`src/rtl/fnd_scan_ctrl_if.sv`:
```
// fnd_scan_ctrl_if: bundle of display inputs and scan outputs
// for the 4-digit FND multiplexing controller.
interface fnd_scan_ctrl_if;
    logic       enable;
    logic [3:0] digit3;
    logic [3:0] digit2;
    logic [3:0] digit1;
    logic [3:0] digit0;
    logic [3:0] dp_in;
    logic       blank_lz;
    logic [3:0] fnd_com;
    logic [7:0] fnd_data;
    logic [1:0] fnd_sel;
    logic       frame_done;

    modport master (
        output enable, digit3, digit2, digit1, digit0, dp_in, blank_lz,
        input  fnd_com, fnd_data, fnd_sel, frame_done
    );

    modport slave (
        input  enable, digit3, digit2, digit1, digit0, dp_in, blank_lz,
        output fnd_com, fnd_data, fnd_sel, frame_done
    );
endinterface

```
`src/rtl/fnd_scan_ctrl.sv`:
```
// fnd_scan_ctrl: 4-digit 7-segment scan controller with dead time,
// per-frame input snapshot and leading-zero blanking.
module fnd_scan_ctrl #(
    parameter int CLK_FREQ  = 100_000_000,
    parameter int SCAN_FREQ = 4_000,
    parameter int DEAD_CYC  = 16
) (
    input  logic             clk,
    input  logic             reset,
    fnd_scan_ctrl_if.slave   bus
);

    localparam int DIV = CLK_FREQ / SCAN_FREQ;
    localparam int TW  = (DIV > 1) ? $clog2(DIV) : 1;

    localparam logic [TW-1:0] TICK_LAST = TW'(DIV - 1);
    localparam logic [TW-1:0] DEAD_LAST = TW'(DEAD_CYC - 1);

    typedef enum logic [1:0] {
        S_OFF,
        S_DEAD,
        S_SHOW
    } state_t;

    state_t          state_q, state_d;
    logic [TW-1:0]   tick_q, tick_d;
    logic [1:0]      idx_q, idx_d;
    logic [3:0][3:0] dig_q, dig_d;
    logic [3:0]      dp_q, dp_d;
    logic            fd_q, fd_d;
    logic            load;

    function automatic logic [6:0] seg7(input logic [3:0] v);
        logic [6:0] s;
        unique case (v)
            4'h0: s = 7'h40;
            4'h1: s = 7'h79;
            4'h2: s = 7'h24;
            4'h3: s = 7'h30;
            4'h4: s = 7'h19;
            4'h5: s = 7'h12;
            4'h6: s = 7'h02;
            4'h7: s = 7'h78;
            4'h8: s = 7'h00;
            4'h9: s = 7'h10;
            4'hA: s = 7'h08;
            4'hB: s = 7'h03;
            4'hC: s = 7'h46;
            4'hD: s = 7'h21;
            4'hE: s = 7'h06;
            4'hF: s = 7'h0E;
            default: s = 7'h7F;
        endcase
        return s;
    endfunction

    // State, tick, index, snapshot and frame pulse registers
    always_ff @(posedge clk) begin
        if (reset) begin
            state_q <= S_OFF;
            tick_q  <= '0;
            idx_q   <= '0;
            dig_q   <= '0;
            dp_q    <= '0;
            fd_q    <= 1'b0;
        end else begin
            state_q <= state_d;
            tick_q  <= tick_d;
            idx_q   <= idx_d;
            dig_q   <= dig_d;
            dp_q    <= dp_d;
            fd_q    <= fd_d;
        end
    end

    // Next-state: slot timing, digit stepping, snapshot reload on frame wrap
    always_comb begin
        state_d = state_q;
        tick_d  = tick_q;
        idx_d   = idx_q;
        dig_d   = dig_q;
        dp_d    = dp_q;
        fd_d    = 1'b0;
        load    = 1'b0;
        if (!bus.enable) begin
            state_d = S_OFF;
            tick_d  = '0;
            idx_d   = '0;
        end else begin
            unique case (state_q)
                S_OFF: begin
                    state_d = S_DEAD;
                    tick_d  = '0;
                    idx_d   = '0;
                    load    = 1'b1;
                end
                S_DEAD: begin
                    tick_d = tick_q + TW'(1);
                    if (tick_q == DEAD_LAST) begin
                        state_d = S_SHOW;
                    end
                end
                S_SHOW: begin
                    if (tick_q == TICK_LAST) begin
                        state_d = S_DEAD;
                        tick_d  = '0;
                        idx_d   = idx_q + 2'd1;
                        if (idx_q == 2'd3) begin
                            load = 1'b1;
                            fd_d = 1'b1;
                        end
                    end else begin
                        tick_d = tick_q + TW'(1);
                    end
                end
                default: begin
                    state_d = S_OFF;
                    tick_d  = '0;
                    idx_d   = '0;
                end
            endcase
        end
        if (load) begin
            dig_d = {bus.digit3, bus.digit2, bus.digit1, bus.digit0};
            dp_d  = bus.dp_in;
        end
    end

    logic [3:0] blank;
    logic [3:0] com;
    logic [7:0] data;

    // Moore output decode; blanking follows the live blank_lz input
    always_comb begin
        blank    = '0;
        blank[3] = bus.blank_lz && (dig_q[3] == 4'h0);
        blank[2] = blank[3] && (dig_q[2] == 4'h0);
        blank[1] = blank[2] && (dig_q[1] == 4'h0);
        com      = 4'hF;
        data     = 8'hFF;
        if (state_q == S_SHOW) begin
            com        = ~(4'b0001 << idx_q);
            data[7]    = ~dp_q[idx_q];
            data[6:0]  = blank[idx_q] ? 7'h7F : seg7(dig_q[idx_q]);
        end
    end

    assign bus.fnd_com    = com;
    assign bus.fnd_data   = data;
    assign bus.fnd_sel    = idx_q;
    assign bus.frame_done = fd_q;

endmodule

```
`src/flat_wrapper.sv`:
```
// flat-port wrapper written by rule: the top's interface ports become plain ports
module fnd_scan_ctrl_flat 
#(
    parameter int CLK_FREQ  = 100_000_000,
    parameter int SCAN_FREQ = 4_000,
    parameter int DEAD_CYC  = 16
)
  (clk, reset, bus_enable, bus_digit3, bus_digit2, bus_digit1, bus_digit0, bus_dp_in, bus_blank_lz, bus_fnd_com, bus_fnd_data, bus_fnd_sel, bus_frame_done);
  fnd_scan_ctrl_if bus_i ();
  input  logic clk;
  input  logic reset;
  input wire logic [$bits(bus_i.enable)-1:0] bus_enable;
  input wire logic [$bits(bus_i.digit3)-1:0] bus_digit3;
  input wire logic [$bits(bus_i.digit2)-1:0] bus_digit2;
  input wire logic [$bits(bus_i.digit1)-1:0] bus_digit1;
  input wire logic [$bits(bus_i.digit0)-1:0] bus_digit0;
  input wire logic [$bits(bus_i.dp_in)-1:0] bus_dp_in;
  input wire logic [$bits(bus_i.blank_lz)-1:0] bus_blank_lz;
  output wire logic [$bits(bus_i.fnd_com)-1:0] bus_fnd_com;
  output wire logic [$bits(bus_i.fnd_data)-1:0] bus_fnd_data;
  output wire logic [$bits(bus_i.fnd_sel)-1:0] bus_fnd_sel;
  output wire logic [$bits(bus_i.frame_done)-1:0] bus_frame_done;
  assign bus_i.enable = bus_enable;
  assign bus_i.digit3 = bus_digit3;
  assign bus_i.digit2 = bus_digit2;
  assign bus_i.digit1 = bus_digit1;
  assign bus_i.digit0 = bus_digit0;
  assign bus_i.dp_in = bus_dp_in;
  assign bus_i.blank_lz = bus_blank_lz;
  assign bus_fnd_com = bus_i.fnd_com;
  assign bus_fnd_data = bus_i.fnd_data;
  assign bus_fnd_sel = bus_i.fnd_sel;
  assign bus_frame_done = bus_i.frame_done;
  fnd_scan_ctrl #(.CLK_FREQ(CLK_FREQ), .SCAN_FREQ(SCAN_FREQ), .DEAD_CYC(DEAD_CYC)) u_core (.clk(clk), .reset(reset), .bus(bus_i));
endmodule
```
`config.mk`:
```
export PLATFORM = sky130hd
export DESIGN_NAME = fnd_scan_ctrl_flat
export DESIGN_NICKNAME = d
export VERILOG_FILES = /design/src/rtl/fnd_scan_ctrl_if.sv /design/src/rtl/fnd_scan_ctrl.sv /design/src/flat_wrapper.sv
export SDC_FILE = /design/constraint.sdc
export NUM_CORES = 1
export LEC_CHECK = 0
export CAP_MARGIN = 20
export CORE_ASPECT_RATIO = 2
export CORE_MARGIN = 4
export CORE_UTILIZATION = 40
export CTS_CLUSTER_SIZE = 10
export DETAILED_ROUTE_END_ITERATION = 6
export PLACE_DENSITY = 0.67
export SYNTH_ARGS = -nofsm -noshare
export SYNTH_HDL_FRONTEND = slang
export SYNTH_SLANG_ARGS = --single-unit
```
`constraint.sdc`:
```
create_clock -name clk -period 6.7 [get_ports clk]
set_clock_uncertainty 0.05 [all_clocks]
set_input_delay 1.005 -clock clk [delete_from_list [all_inputs] [get_ports clk]]
set_output_delay 1.005 -clock clk [all_outputs]
set_load 0.05 [all_outputs]
```
# After elaboration in Yosys (flattened, before gate mapping)
# Memories as Yosys holds them, arrays and structs flattened.
# Index checks and enable logic that the tools add are counted.
[totals]
in_bits = 24
out_inout_bits = 15
mem_bits_ro = 112
regBits = 40
memories = 1
[mem_list]
columns = ["name", "depth", "word_bits", "read_ports", "rd_ports_with_merged_regs", "wr", "line", "rtl"]
rows = [
  ["(name not given)", 16, 7, 1, 0, 0, "fnd_scan_ctrl.sv:35", "unique case (v)"],
]
[op_classes]
add_sub_neg = 2
muxes = 20
magnitude_cmp = 1
n_reduce_logical = 11
shifts = 1
n_eq_ne = 7
n_bitwise = 5
[ops]
columns = ["op", "n"]
rows = [
  ["one-hot mux 15 bit (2 select lines)", 1],
  ["adder 15 x 1 -> 15 bit (second input constant)", 1],
  ["== test 15 bit (second input constant)", 1],
  ["== test 15 x 4 -> 1 bit (second input constant)", 1],
  ["two-way mux 15 bit", 1],
  ["logical NOT 4 bit", 3],
  ["binary-select mux 4 bit (select 2 bit)", 1],
  ["two-way mux 4 bit", 2],
  ["two-way mux 8 bit", 1],
  ["two-way mux 7 bit", 1],
  ["two-way mux 2 bit", 3],
  ["one-hot mux 2 bit (3 select lines)", 1],
  ["two-way mux 1 bit", 5],
  ["binary-select mux 1 bit (select 2 bit)", 2],
  ["== test 2 bit (second input constant)", 2],
  ["!= test 2 x 1 -> 1 bit (second input constant)", 2],
  ["NOT 1 bit", 4],
  ["NOT 4 bit", 1],
  ["one-hot mux 2 bit (2 select lines)", 1],
  ["AND reduction 2 bit", 2],
  ["<< shifter 1 x 2 -> 4 bit (first input constant)", 1],
  ["logical AND 1 bit", 3],
  ["< comparator 2 x 3 -> 1 bit (second input constant)", 1],
  ["OR reduction 3 bit", 1],
  ["other kinds (5)", 5],
]

# Longest topological paths before layout
# Gate-level depths: netlist (run 1).
[depth]
depth_word = 8
ltp_mapped = 8
depth_no_buf = 7

# Worst setup path after synthesis (run 1)
# Ideal clock, no wire load.
[synth_path]
path_type = "reg2out"
startpoint = "register u_core.idx_q[0] (netlist: u_core.bus.fnd_sel[0])"
endpoint = "output port bus_fnd_data[4]"
t_arrival_ns = 2.792
path_slack_ns = 2.853
required_time_ns = 5.645
path_stages_with_launch = 7
path_buffers = 1
path_cell_list = "dfxtp_1 > buf_6 > mux4_1 > inv_1 > ha_1 > a21oi_1 > o221ai_1"
[synth_via]
elab_chain_cells = 5
[synth_rtl]
columns = ["item", "line", "rtl"]
rows = [
  ["from (decl)", "fnd_scan_ctrl.sv:27", "logic [1:0] idx_q, idx_d;"],
  ["from (signal assigned)", "fnd_scan_ctrl.sv:69", "idx_q <= idx_d;"],
  ["binary-select mux 4 bit (select 2 bit)", "fnd_scan_ctrl.sv:144", "data[6:0] = blank[idx_q] ? 7'h7F : seg7(dig_q[idx_q]);"],
  ["two-way mux 4 bit (implied by the code)", "fnd_scan_ctrl.sv:144", ""],
  ["memory read (16 x 7 bit)", "n/a", ""],
  ["two-way mux 7 bit (*)", "fnd_scan_ctrl.sv:144", ""],
  ["two-way mux 8 bit (*)", "fnd_scan_ctrl.sv:141", "if (state_q == S_SHOW) begin"],
  ["to (decl)", "flat_wrapper.sv:20", "output wire logic [$bits(bus_i.fnd_data)-1:0] bus_fnd_data;"],
]
# Mark *: on every way between the ends. The rest lies on a longest branch, timed or not. The select of a mux whose other input is x is not followed.

# Worst setup path after layout (run 1)
[layout_path]
startpoint = "register u_core.idx_q[0] (netlist: u_core.bus.fnd_sel[0])"
endpoint = "output port bus_fnd_data[3]"
# Same word-level chain as after synthesis.

==> results of run 1 <==
-- area by class of cell --
type | count | share of cell area (%)
Multi-Input combinational cell | 171 | 47.91
Sequential cell | 40 | 29.77
Timing Repair Buffer | 39 | 14.42
Clock buffer | 6 | 3.070
Tap cell | 60 | 2.791
Inverter | 12 | 1.674
Clock inverter | 2 | 0.3721
-- registers in the layout, summed over array words and instances, names as in the netlist --
signal                 flops
u_core.bus.fnd_sel         2
u_core.bus.frame_done      1
u_core.dig_q              16
u_core.dp_q                4
u_core.state_q             2
u_core.tick_q             15
-- synth_stat cells --
| library cell | instances |
|---|---|
| nand4b_1 | 2 |
| nor4_1 | 3 |
| nor4bb_1 | 2 |
| a22oi_1 | 1 |
| nor4_4 | 1 |
| a31oi_1 | 1 |
| clkbuf_1 | 3 |
| mux4_2 | 3 |
| and4bb_2 | 1 |
| nor3_1 | 1 |
| or2b_1 | 1 |
| o211ai_1 | 1 |
| nor4b_1 | 1 |
| and3b_1 | 1 |
| o21bai_1 | 1 |
| o21ai_0 | 2 |
| nand2_1 | 14 |
| nor2b_1 | 2 |
| and3_1 | 1 |
| nand2b_1 | 1 |
| and4_1 | 2 |
| a21o_1 | 1 |
| nand4_1 | 4 |
| or2_2 | 1 |
| o21ai_1 | 2 |
| xor2_1 | 8 |
| mux4_1 | 3 |
| o221ai_1 | 4 |
| buf_4 | 2 |
| dfxtp_1 | 40 |
| ha_1 | 15 |
| a21oi_2 | 1 |
| a21oi_1 | 6 |
| buf_2 | 3 |
| mux2i_1 | 21 |
| nand3_1 | 9 |
| xnor2_1 | 5 |
| a211oi_1 | 1 |
| inv_1 | 12 |
| or3b_1 | 1 |
| nor2_1 | 46 |
| buf_6 | 3 |
| nand4bb_2 | 1 |
-- worst max-delay path, stage by stage (launching register included) --
cell             delay, ns
dfxtp_1               0.65
mux4_1                0.74
inv_1                 0.15
ha_1                  0.26
inv_1                 0.06
mux4_2                0.46
nand2_1               0.09
clkdlybuf4s50_1       0.80
-- logic make-up (layout without fill, tap and decap cells) --
logic type	Yosys count	after routing	synth area share, %
AND/OR/NAND/NOR	95	95	22.18
flip-flops	40	40	36.30
multiplexers	27	27	16.17
buffers and inverters	23	59	5.445
AO/OA/AOI/OAI	21	21	6.240
adder cells (fa/ha/maj)	15	15	8.508
XOR/XNOR	13	13	5.162
-- final timing paths --
check	endpoint	slack [ns]	from
setup / recovery	bus_fnd_data[3]	2.13	u_core.bus.fnd_sel[0]$_SDFFE_PP0P_
hold / removal	u_core.tick_q[0]$_SDFF_PP0_	0.41	u_core.tick_q[0]$_SDFF_PP0_
setup reg to reg	u_core.dig_q[10]$_SDFFE_PP0P_	4.53	u_core.bus.fnd_sel[0]$_SDFFE_PP0P_
hold reg to reg	u_core.tick_q[0]$_SDFF_PP0_	0.41	u_core.tick_q[0]$_SDFF_PP0_
-- per-layer routing --
layer / global-route usage, % / part of all wire, %
met1: 16.46 / 36
met2: 28.40 / 57
met3: 3.767 / 3.0
met4: 8.394 / 3.9
met5: 0 / 0
-- power by group --
| part | total, mW | switching, mW | internal, mW |
|---|---|---|---|
| clock | 0.166 | 0.0839 | 0.0822 |
| combinational | 0.0569 | 0.0255 | 0.0313 |
| sequential | 0.252 | 0.00616 | 0.246 |
| total | 0.475 | 0.116 | 0.359 |
==> impl_metrics.py, run 1 <==
metrics = {
    "status": {
        "status": "completed",
    },
    "cts": {
        "post_cts_buffers": 0,
        "path_clk_slew_ns": 0.08,
        "cts_buffers": 5,
        "ctsHoldBuffers": 0,
        "htreeDepth": 2,
        "clk_latency_ns": 0.30,
        "cts_buffer_depth": 2,
        "cts_resized": 0,
        "cts_sinks": 40,
        "tritoncts": "built",
        "cts_root_buffer": "clkbuf_8",
    },
    "sta": {
        "fin_crit_ns": 4.566,
        "setup_viol": 0,
        "postLayoutSetupSlackWorst_ns": 2.134,
        "drv_slew": 0,
        "hold_violations": 0,
        "finalSetupTns_ns": 0,
        "period_share_pct": 68.14,
        "tightestPinTransition_ns": 0.7573,
        "grt_setup_unrepaired": "no",
        "max_freq_ghz": 0.2190,
        "whs_ns": 0.4093,
        "relSlewSlack_pct": 49.36,
    },
    "critical_path": {
        "criticalPathCategory": "flop to output port",
        "ff2ff_path_depth": 7,
        "critical_path_required_ns": 5.64,
        "cp-start-kind": "flop",
        "end_kind": "output port",
        "cp_max_fo": 13,
        "worstPathArrival_ns": 3.51,
    },
    "floorplan": {
        "die_x_um": 60.51,
        "core_um2": 5373,
        "std_cell_rows": 38,
        "fp.dieArea_um2": 6839,
        "die_height_um": 113.0,
        "initial_core_util_pct": 41.06,
        "io_pins": 39,
    },
    "global_routing": {
        "grt_usage_pct": 15.98,
        "first_global_vias": 1827,
        "grt_max_degree": 23,
        "gr-total-overflow": 0,
        "antenna_found_initial": 0,
        "grt_pass1_wl_mm": 8.252,
    },
    "finish": {
        "area_growth_pct": 21.95,
        "seqCellArea_um2": 800.8,
        "final_common_cell": "nor2_1",
        "final_cell_mix": "nor2_1 (46), dfxtp_1 (40), clkdlybuf4s50_1 (38), mux2i_1 (21), ha_1 (15)",
        "fin_nets": 308,
        "fillers": 520,
        "fin_util_pct": 50.07,
        "drive_above_1_share_pct": 6.667,
        "antenna_cells": 0,
        "multi_input_area_um2": 1289,
        "stdcell_count": 330,
        "design_area_um2": 2690,
    },
    "synthesis": {
        "yosysTopAreaCellShare_pct": 36.30,
        "synth_area_um2": 2206,
        "synthCells": 234,
        "yosysWarningCount": 0,
        "ys_types": 43,
        "synth_seq_cells": 40,
        "syn_area_per_cell_um2": 9.427,
        "synth_area_leaders": "dfxtp_1 (36%), mux2i_1 (9.5%), ha_1 (8.5%)",
        "yosysTopAreaCell": "dfxtp_1",
        "yosysSeqAreaShare_pct": 36.30,
        "syn-num-nets": 273,
    },
    "pwr": {
        "power_density_nw_per_um2": 176.6,
        "leakage_nw": 1.038,
        "total_power_mw": 0.4750,
        "peakVddDrop_uv": 148.7,
    },
    "detailed_routing": {
        "vias": 1741,
        "wirelength_mm": 4.797,
        "vias_per_cell": 5.276,
        "first_pass_iters": 6,
        "post-route-drc-count": 0,
        "ant_nets": 0,
        "drt_iter0_drc": 19,
        "post_drt_wl_per_cell_um": 14.54,
    },
    "worst_hold_path": {
        "min_path_cells": 1,
        "hold_class": "flop to flop",
    },
    "placed_design": {
        "gp_congestion": 0.8950,
        "placed_area_um2": 2597,
        "dp_worst_setup_slack_ns": 2.455,
        "dp_hpwl_mm": 3.798,
        "dp.cells": 322,
        "numPortBuffers": 38,
    },
    "flow_run": {
        "drv_cap": 0,
    },
}
Power figures use the tool's default switching activity.
==> run 2: changes to the inputs <==
- clock period: 6.7 -> 4.77 ns (I/O delays scaled with it)
==> impl_metrics.py, run 2 (synthesis gave the netlist of run 1 again) <==
metrics = {
    "status": {
        "status": "completed",
    },
    "detailed_routing": {
        "first_pass_iters": 4,
        "post_drt_wl_per_cell_um": 14.74,
        "ant_nets": 0,
        "post-route-drc-count": 0,
        "wirelength_mm": 4.878,
        "vias": 1745,
        "vias_per_cell": 5.272,
        "drt_iter0_drc": 33,
    },
    "cts": {
        "clk_latency_ns": 0.30,
        "cts_root_buffer": "clkbuf_8",
        "cts_resized": 0,
        "post_cts_buffers": 0,
        "tritoncts": "built",
        "path_clk_slew_ns": 0.07,
        "cts_buffer_depth": 2,
        "cts_buffers": 5,
        "htreeDepth": 2,
        "ctsHoldBuffers": 0,
        "cts_sinks": 40,
    },
    "critical_path": {
        "worstPathArrival_ns": 3.19,
        "cp_max_fo": 6,
        "path_cells": "mux4_1, inv_1, ha_1, inv_1, mux4_2, nand2_1, clkdlybuf4s50_1",
        "cpPeakStageDelay_ns": 0.81,
        "critical_path_required_ns": 4.00,
        "criticalPathCategory": "flop to output port",
        "cp-start-kind": "flop",
        "end_kind": "output port",
        "critical_path.most_common_cell": "inv_1",
        "slowest_stage": "clkdlybuf4s50_1",
    },
    "finish": {
        "reg_top3": "u_core.dig_q x16, u_core.tick_q x15, u_core.dp_q x4",
        "final_cell_mix": "nor2_1 (46), dfxtp_1 (40), clkdlybuf4s50_1 (38), mux2i_1 (21), ha_1 (15)",
        "design_area_um2": 2695,
        "fin_nets": 309,
        "antenna_cells": 0,
        "fillers": 507,
        "fin_util_pct": 50.16,
        "final_common_cell": "nor2_1",
        "drive_above_1_share_pct": 6.273,
        "largest-register": "u_core.dig_q",
        "largest_register_ff_count": 16,
        "area_growth_pct": 22.18,
    },
    "sta": {
        "relSlewSlack_pct": 49.25,
        "period_share_pct": 82.94,
        "setup_viol": 0,
        "max_freq_ghz": 0.2528,
        "tightestPinTransition_ns": 0.7589,
        "grt_setup_unrepaired": "no",
        "drv_slew": 0,
        "hold_violations": 0,
        "fin_crit_ns": 3.956,
        "finalSetupTns_ns": 0,
    },
    "global_routing": {
        "grt_usage_pct": 16.26,
        "grt_pass1_wl_mm": 8.293,
        "grt_max_degree": 23,
        "first_global_vias": 1783,
        "gr-total-overflow": 0,
        "antenna_found_initial": 0,
    },
    "pwr": {
        "combPwrFrac_pct": 11.9,
        "power_density_nw_per_um2": 248.1,
        "p_clk_share_pct": 35.1,
        "peakVddDrop_uv": 210.8,
        "p_sw_share_pct": 24.12,
        "switchingPower_mw": 0.1612,
        "p_seq_share_pct": 53.0,
        "total_power_mw": 0.6686,
        "leakage_nw": 1.038,
        "intPower_mw": 0.5073,
    },
    "floorplan": {
        "core_um2": 5373,
        "die_x_um": 60.51,
        "io_pins": 39,
        "die_height_um": 113.0,
        "std_cell_rows": 38,
        "fp.dieArea_um2": 6839,
        "initial_core_util_pct": 41.06,
    },
    "worst_hold_path": {
        "hold_class": "flop to flop",
    },
    "placed_design": {
        "placed_area_um2": 2605,
        "dp_hpwl_mm": 3.886,
        "numPortBuffers": 38,
        "gp_congestion": 0.8314,
    },
    "flow_run": {
        "drv_cap": 0,
    },
}
==> run 2: changes by cell type in the layout (fill, tap and decap cells not counted), sizes merged <==
cell,previous run,this run
buf,1,2
clkbuf,6,8
clkinv,2,0
==> run 2: cell type report <==
type | count | area, um2 | share of cell area [%]
clock buffer | 8 | 90.09 | 3.343
multi-input combinational | 171 | 1289 | 47.82
tap | 60 | 75.07 | 2.786
sequential | 40 | 800.8 | 29.71
timing repair buffer | 40 | 395.4 | 14.67
inverter | 12 | 45.04 | 1.671
==> run 2: path summary, 6_finish.rpt <==
path,start,to,slack [ns],cells past startpoint
setup reg to reg,u_core.state_q[0]$_SDFFE_PP0P_,u_core.dig_q[15]$_SDFFE_PP0P_,2.61,8
hold reg to reg,u_core.tick_q[0]$_SDFF_PP0_,u_core.tick_q[0]$_SDFF_PP0_,0.41,1
setup / recovery,u_core.bus.fnd_sel[0]$_SDFFE_PP0P_,bus_fnd_data[3],0.81,7
hold / removal,u_core.tick_q[0]$_SDFF_PP0_,u_core.tick_q[0]$_SDFF_PP0_,0.41,1
==> run 2: metal layers <==
metal / track usage (%) / up-vias / share of wire (%)
li1: - / 883 / -
met1: 15.99 / 818 / 35
met2: 29.77 / 33 / 58
met3: 3.995 / 11 / 3.3
met4: 8.104 / 0 / 2.9
met5: 0 / - / 0
==> run 2: power by group through the flow <==
stage	logic (mW)	clock network, mW	registers [mW]
floorplan	0.0522	0	0.358
global placement	0.0789	0	0.362
detailed placement	0.0796	0	0.362
CTS	0.0801	0.243	0.354
global route	0.0886	0.260	0.356
finish	0.0794	0.235	0.355
==> run 2: per-stage QoR <==
step	worst slack (ns)	hold slack [ns]	std cells
after global placement	1.151	0.3876	323
after CTS	0.7986	0.4197	331
after floorplan	1.212	0.3761	234
after global routing	0.6430	0.4508	331
after detailed placement	1.129	0.4006	323
final	0.8137	0.4141	331
==> run 2: worst max-delay path, delay by kind of cell, from the launching register on <==
| kind | cells | cell delay, ns |
|---|---|---|
| buffers and inverters | 3 | 1.01 |
| adders and majority gates | 1 | 0.24 |
| and+or+nand+nor | 1 | 0.07 |
| DFF | 1 | 0.42 |
| muxes | 2 | 1.14 |
